`src/rtl/branch_pkg.sv`:
```
// Shared definitions for the branch unit: operation codes, predictor
// counter type and its reset value.
package branch_pkg;

    localparam logic [4:0] BR_BEQ   = 5'd1;
    localparam logic [4:0] BR_BNE   = 5'd2;
    localparam logic [4:0] BR_BLT   = 5'd3;
    localparam logic [4:0] BR_BGE   = 5'd4;
    localparam logic [4:0] BR_BLTU  = 5'd5;
    localparam logic [4:0] BR_BGEU  = 5'd6;
    localparam logic [4:0] BR_JAL   = 5'd7;
    localparam logic [4:0] ALU_JALR = 5'd8;

    typedef logic [1:0] bht_ctr_t;

    localparam bht_ctr_t BHT_CTR_RST = 2'b01;

    function automatic logic is_cond_br(input logic [4:0] fn);
        return (fn == BR_BEQ)  || (fn == BR_BNE)  || (fn == BR_BLT) ||
               (fn == BR_BGE)  || (fn == BR_BLTU) || (fn == BR_BGEU);
    endfunction

endpackage

```
`src/rtl/branch_bht.sv`:
```
// Branch history table: BHT_DEPTH 2-bit saturating counters indexed by
// pc[log2(BHT_DEPTH)+1:2]; combinational lookup, one update port.
module branch_bht
    import branch_pkg::*;
#(
    parameter int XLEN      = 32,
    parameter int BHT_DEPTH = 16
) (
    input  logic            clk,
    input  logic            rst_n,
    input  logic [XLEN-1:0] lookup_pc,
    output logic            lookup_taken,
    input  logic            upd_en,
    input  logic [XLEN-1:0] upd_pc,
    input  logic            upd_taken
);

    localparam int IDX_W = $clog2(BHT_DEPTH);

    bht_ctr_t ctr [BHT_DEPTH];

    logic [IDX_W-1:0] rd_idx;
    logic [IDX_W-1:0] wr_idx;
    logic             unused_pc_bits;

    function automatic bht_ctr_t sat_update(input bht_ctr_t cur, input logic taken);
        if (taken)
            return (cur == 2'b11) ? cur : cur + 2'b01;
        else
            return (cur == 2'b00) ? cur : cur - 2'b01;
    endfunction

    assign rd_idx = lookup_pc[IDX_W+1:2];
    assign wr_idx = upd_pc[IDX_W+1:2];
    assign unused_pc_bits = ^{lookup_pc[XLEN-1:IDX_W+2], lookup_pc[1:0],
                              upd_pc[XLEN-1:IDX_W+2], upd_pc[1:0]};

    // Read sees the counter before any same-cycle update lands.
    assign lookup_taken = ctr[rd_idx][1];

    always_ff @(posedge clk) begin
        if (!rst_n) begin
            for (int i = 0; i < BHT_DEPTH; i++)
                ctr[i] <= BHT_CTR_RST;
        end else if (upd_en) begin
            ctr[wr_idx] <= sat_update(ctr[wr_idx], upd_taken);
        end
    end

endmodule

```
`src/rtl/branch_unit.sv`:
```
// Branch resolution with one output register stage and optional dynamic
// predictor, enabled by defining BRANCH_UNIT_BHT_EN (static not-taken otherwise).
module branch_unit
    import branch_pkg::*;
#(
    parameter int XLEN      = 32,
    parameter int BHT_DEPTH = 16
) (
    input  logic            clk,
    input  logic            rst_n,
    input  logic            in_valid,
    output logic            in_ready,
    input  logic [4:0]      exe_fn,
    input  logic [XLEN-1:0] pc,
    input  logic [XLEN-1:0] rs1_data,
    input  logic [XLEN-1:0] rs2_data,
    input  logic [XLEN-1:0] imm,
    input  logic            pred_taken_in,
    input  logic            flush,
    output logic            out_valid,
    input  logic            out_ready,
    output logic            jump_flag,
    output logic [XLEN-1:0] jump_target,
    output logic [XLEN-1:0] link_data,
    output logic            mispredict,
    output logic            misalign,
    input  logic [XLEN-1:0] lookup_pc,
    output logic            lookup_taken
);

    logic signed [XLEN-1:0] rs1_s_p0;
    logic signed [XLEN-1:0] rs2_s_p0;
    logic                   taken_p0;
    logic                   is_jalr_p0;
    logic [XLEN-1:0]        link_p0;
    logic [XLEN-1:0]        br_tgt_p0;
    logic [XLEN-1:0]        jalr_tgt_p0;
    logic [XLEN-1:0]        tgt_p0;
    logic                   misalign_p0;
    logic                   mispredict_p0;
    logic                   accept;

    logic                   vld_p1;
    logic                   jump_p1;
    logic [XLEN-1:0]        tgt_p1;
    logic [XLEN-1:0]        link_p1;
    logic                   mispredict_p1;
    logic                   misalign_p1;

    assign rs1_s_p0 = rs1_data;
    assign rs2_s_p0 = rs2_data;

    always_comb begin
        taken_p0   = 1'b0;
        is_jalr_p0 = 1'b0;
        case (exe_fn)
            BR_BEQ:   taken_p0 = (rs1_data == rs2_data);
            BR_BNE:   taken_p0 = (rs1_data != rs2_data);
            BR_BLT:   taken_p0 = (rs1_s_p0 <  rs2_s_p0);
            BR_BGE:   taken_p0 = (rs1_s_p0 >= rs2_s_p0);
            BR_BLTU:  taken_p0 = (rs1_data <  rs2_data);
            BR_BGEU:  taken_p0 = (rs1_data >= rs2_data);
            BR_JAL:   taken_p0 = 1'b1;
            ALU_JALR: begin
                taken_p0   = 1'b1;
                is_jalr_p0 = 1'b1;
            end
            default:  taken_p0 = 1'b0;
        endcase
    end

    assign link_p0     = pc + XLEN'(4);
    assign br_tgt_p0   = pc + imm;
    assign jalr_tgt_p0 = (rs1_data + imm) & ~XLEN'(1);
    assign tgt_p0      = !taken_p0  ? link_p0 :
                         is_jalr_p0 ? jalr_tgt_p0 : br_tgt_p0;

    // Only a taken redirect can fault; a fault always counts as a mispredict.
    assign misalign_p0   = taken_p0 && (tgt_p0[1:0] != 2'b00);
    assign mispredict_p0 = (taken_p0 != pred_taken_in) || misalign_p0;

    assign in_ready = !vld_p1 || out_ready;
    assign accept   = in_valid && in_ready && !flush;

    // ---- stage p0 -> p1 : output register ----
    always_ff @(posedge clk) begin
        if (!rst_n) begin
            vld_p1        <= 1'b0;
            jump_p1       <= 1'b0;
            tgt_p1        <= '0;
            link_p1       <= '0;
            mispredict_p1 <= 1'b0;
            misalign_p1   <= 1'b0;
        end else begin
            if (flush)
                vld_p1 <= 1'b0;
            else if (in_ready)
                vld_p1 <= in_valid;
            if (accept) begin
                jump_p1       <= taken_p0;
                tgt_p1        <= tgt_p0;
                link_p1       <= link_p0;
                mispredict_p1 <= mispredict_p0;
                misalign_p1   <= misalign_p0;
            end
        end
    end

    assign out_valid   = vld_p1;
    assign jump_flag   = jump_p1;
    assign jump_target = tgt_p1;
    assign link_data   = link_p1;
    assign mispredict  = mispredict_p1;
    assign misalign    = misalign_p1;

`ifdef BRANCH_UNIT_BHT_EN
    logic            cond_p1;
    logic [XLEN-1:0] pc_p1;
    logic            bht_upd;

    always_ff @(posedge clk) begin
        if (!rst_n)
            cond_p1 <= 1'b0;
        else if (accept)
            cond_p1 <= is_cond_br(exe_fn);
    end

    always_ff @(posedge clk) begin
        if (accept)
            pc_p1 <= pc;
    end

    assign bht_upd = vld_p1 && out_ready && !flush && cond_p1;

    branch_bht #(
        .XLEN      (XLEN),
        .BHT_DEPTH (BHT_DEPTH)
    ) u_bht (
        .clk          (clk),
        .rst_n        (rst_n),
        .lookup_pc    (lookup_pc),
        .lookup_taken (lookup_taken),
        .upd_en       (bht_upd),
        .upd_pc       (pc_p1),
        .upd_taken    (jump_p1)
    );
`else
    logic unused_lookup_pc;

    assign unused_lookup_pc = ^lookup_pc;
    assign lookup_taken     = 1'b0;
`endif

endmodule

```
`config.mk`:
```
export PLATFORM = sky130hd
export DESIGN_NAME = branch_unit
export DESIGN_NICKNAME = d
export VERILOG_FILES = /design/src/rtl/branch_pkg.sv /design/src/rtl/branch_bht.sv /design/src/rtl/branch_unit.sv
export SDC_FILE = /design/constraint.sdc
export NUM_CORES = 1
export LEC_CHECK = 0
export CORE_MARGIN = 2
export CORE_UTILIZATION = 52
export DETAILED_ROUTE_END_ITERATION = 8
export PLACE_DENSITY = 0.9
export SYNTH_ARGS = -nofsm -noshare
export SYNTH_HDL_FRONTEND = slang
export SYNTH_SLANG_ARGS = --single-unit
```
`constraint.sdc`:
```
create_clock -name clk -period 5.07 [get_ports clk]
set_input_delay 1.014 -clock clk [delete_from_list [all_inputs] [get_ports clk]]
set_output_delay 1.014 -clock clk [all_outputs]
set_load 0.005 [all_outputs]
```
==> metrics.log <==
[metrics] status: finished, final reports clean
[metrics] number of top-level pins: 241
[metrics] weighted congestion at the end of routability-driven global placement: 0.953
[metrics] sort of element at the start of the critical path: input pin
[metrics] Arrival @ worst endpoint: 4.43 ns
[metrics] total count of max-transition violations in the final report: 0
[metrics] post_cts resized: 0
[metrics] worst flop-to-flop path startpoint: out_valid
[metrics] PnR worst setup slack: 0.918 ns
[metrics] total power after layout: 2.10 mW
[metrics] vias in the first global route: 7720
[metrics] number of cells produced by synthesis: 1000
[metrics] largest net degree at the start of global routing: 49
[metrics] reported leakage power: 4.09 nW
[metrics] Mapped Area: 7540 um^2
[metrics] Syn Nets: 1267
[metrics] First DRT Iteration DRCs: 641
[metrics] cells taking the most area after synthesis: dfxtp_1 18%, ha_1 16%, a21oi_1 6.5%
[metrics] global-route wire length before repair: 38.2 mm
[metrics] flip-flop and latch count after synthesis: 68
[metrics] clock buffer count from CTS: 9
[metrics] post-placement cell count: 1357
[metrics] Port Buf Inserts: 207
[metrics] starting density of the core: 52.5%
[metrics] standard cell core area: 14400 um^2
[metrics] Hold Path Depth: 2
[metrics] die boundary width: 124 um
[metrics] TritonCTS clock tree: yes
[metrics] portion of the post-synthesis area used by sequential elements: 18.0%
[metrics] R2R Path End: link_data[10]
[metrics] wire length per cell: 17.0 um
[metrics] most numerous cell types in the synthesized netlist: 98 x a21oi_1, 95 x nor2_1, 94 x ha_1, 93 x nand2_1, 68 x dfxtp_1
[metrics] DIE AREA: 15500 um^2
[metrics] detailed-route DRC error count: 0
[metrics] minimum clock period: 4.15 ns
[metrics] Final TNS setup: 0 ns
[metrics] growth of design area from synthesis to finish: 33.0%
[metrics] cell type with the highest aggregate area in the netlist: dfxtp_1
[metrics] primary flip-flop cell chosen by synthesis mapping: dfxtp_1
[metrics] number of antenna violations at the first check in global routing: 0
[metrics] setup violation total in the final timing report: 0
[metrics] max-cap check violation count: 0
[metrics] worst clock skew on the final layout: 0.00677 ns
[metrics] Total Routed Length: 23.3 mm
[metrics] unrepaired setup endpoints after global routing: false
[metrics] net count reported at finish: 1451
[metrics] maximum operating frequency: 241 MHz
[metrics] relative slew slack: 30.5%
[metrics] CTS H-tree depth: 3
[metrics] hold violation total from the final report: 0
[metrics] die outline height: 124 um
[metrics] leading cell type by number of instances after synthesis: a21oi_1
[metrics] via count: 8248
[metrics] number of core rows: 44
[metrics] synthesized area per cell: 7.54 um^2
[metrics] Synth top area share: 18.0%
[metrics] Warnings, synthesis: 0
[metrics] Setup crit end kind: register
[metrics] cell at the root of the clock tree: clkbuf_16
[metrics] number of antenna-violating nets in the routed design: 0
[metrics] CP required: 5.35 ns
[metrics] detailed-route vias per instance: 6.01
[metrics] power density cells: 210 nW/um^2
[metrics] Hold Path Class: reg -> reg
[metrics] clk slew on worst S/H paths: 0.05 ns
[metrics] Period Utilization, post-route: 81.9%
[metrics] worst-case clock buffer depth: 2
[metrics] number of setup buffers added after CTS: 0
[metrics] clock net sink count: 68
[metrics] pin slew with the least headroom to its limit: 1.04 ns
[metrics] Post-synth ARST share: 0%
[metrics] number of enable-type register cells in the synthesized netlist: 0
[metrics] number of library cell types mapped by synthesis: 84
[metrics] Setup Crit Path Kind: in -> reg
[metrics] worst setup slack after placement: 0.612 ns
[metrics] CTS hold repair buffers: 0
[metrics] total global-route track usage: 29.6%
[metrics] total global routing overflow: 0
[metrics] DRT Pass-1 Iters: 5
[metrics] hold path startpoint: jump_target[6]
[metrics] antenna cell count: 0
[metrics] R2R Setup Slk: 2.95 ns
[metrics] latest clock arrival within the worst-skew pair: 0.33 ns
[metrics] HPWL after detailed placement: 18.8 mm
[metrics] crit path from: pc[8]
[metrics] worst hold endpoint: jump_target[6]
[metrics] layout cells sized above 1: 4.54%
[metrics] number of cell instances on the worst register-to-register path: 5
[metrics] highest net fanout along the worst path: 5
[metrics] Cell Count, Final, Fillers Out: 1373
[metrics] worst supply voltage drop on vdd: 0.000212 V
-- registers in the layout, summed over array words and instances, names as in the netlist --
register,cells
misalign,1
link_data,32
out_valid,1
mispredict,1
jump_target,32
jump_flag,1
-- metrics by stage --
stage          area (um^2)  utilization (%)  hold WS [ns]
6_report             10000             69.8         0.447
5_1_grt              10000             69.8         0.472
4_1_cts              10000             69.8         0.453
3_5_place_dp          9730             67.7         0.445
3_3_place_gp          9730             67.7         0.438
2_1_floorplan         7540                -         0.448
-- how the worst max path moves through the flow --
stage / to / slack [ns] / depth (start not counted)
final: jump_target[29] / 0.92 / 11
after global routing: jump_target[29] / 0.71 / 11
after CTS: jump_target[30] / 0.96 / 13
after detailed placement: jump_target[30] / 0.61 / 13
after global placement: jump_target[30] / 0.64 / 13
after floorplan: jump_target[30] / 1.47 / 12
-- layer usage --
layer	routed length (um)	part of all wire [%]	track usage, %
met5	0	0	0
met4	547	2.3	8.13
met3	2080	8.9	4.21
met2	10200	44	47.8
met1	10500	45	41.2
-- cells by family after synthesis --
group | share of synthesized area [%]
multiplexers | 1.09
buffers and inverters | 5.22
adder cells (fa/ha/maj) | 16.1
AND/OR/NAND/NOR | 19.6
flip-flops | 18.0
XOR/XNOR | 9.06
other | 0.0497
AO/OA/AOI/OAI | 30.9
-- where the power goes --
group          internal, mW  switching (mW)  total, mW
registers             0.570          0.0195      0.589
clock network         0.405           0.222      0.628
logic                 0.422           0.464      0.886
total                  1.40           0.706       2.10
-- layout make-up --
cell class | instances | area, um^2
multi-input combinational | 835 | 5800
fill | 1187 | 4340
timing repair buffer | 215 | 2130
sequential | 68 | 1360
clock buffer | 12 | 256
tap | 184 | 230
inverter | 55 | 206
clock inverter | 4 | 47.5
-- worst max-delay path: stages --
cell             delay (ns)
clkdlybuf4s50_1        0.54
ha_1                   0.43
a211oi_1               0.26
o211ai_1               0.13
a221oi_1               0.45
nand3_1                0.21
a21oi_1                0.32
o21ai_0                0.27
a2111oi_0              0.53
a31o_2                 0.17
o31a_1                 0.11
-- cell usage in the layout, fill, tap and decap left out, types with 15 or more instances in the layout --
| cell | count |
|---|---|
| a211oi_1 | 42 |
| a21o_1 | 34 |
| a21oi_1 | 98 |
| clkdlybuf4s50_1 | 207 |
| dfxtp_1 | 68 |
| ha_1 | 94 |
| inv_1 | 54 |
| nand2_1 | 93 |
| nand3_1 | 29 |
| nand4_1 | 16 |
| nor2_1 | 95 |
| nor3_1 | 21 |
| o211ai_1 | 15 |
| o21ai_0 | 58 |
| xnor2_1 | 44 |
| xor2_1 | 34 |
Note: power is estimated with default switching activity, not from simulation.
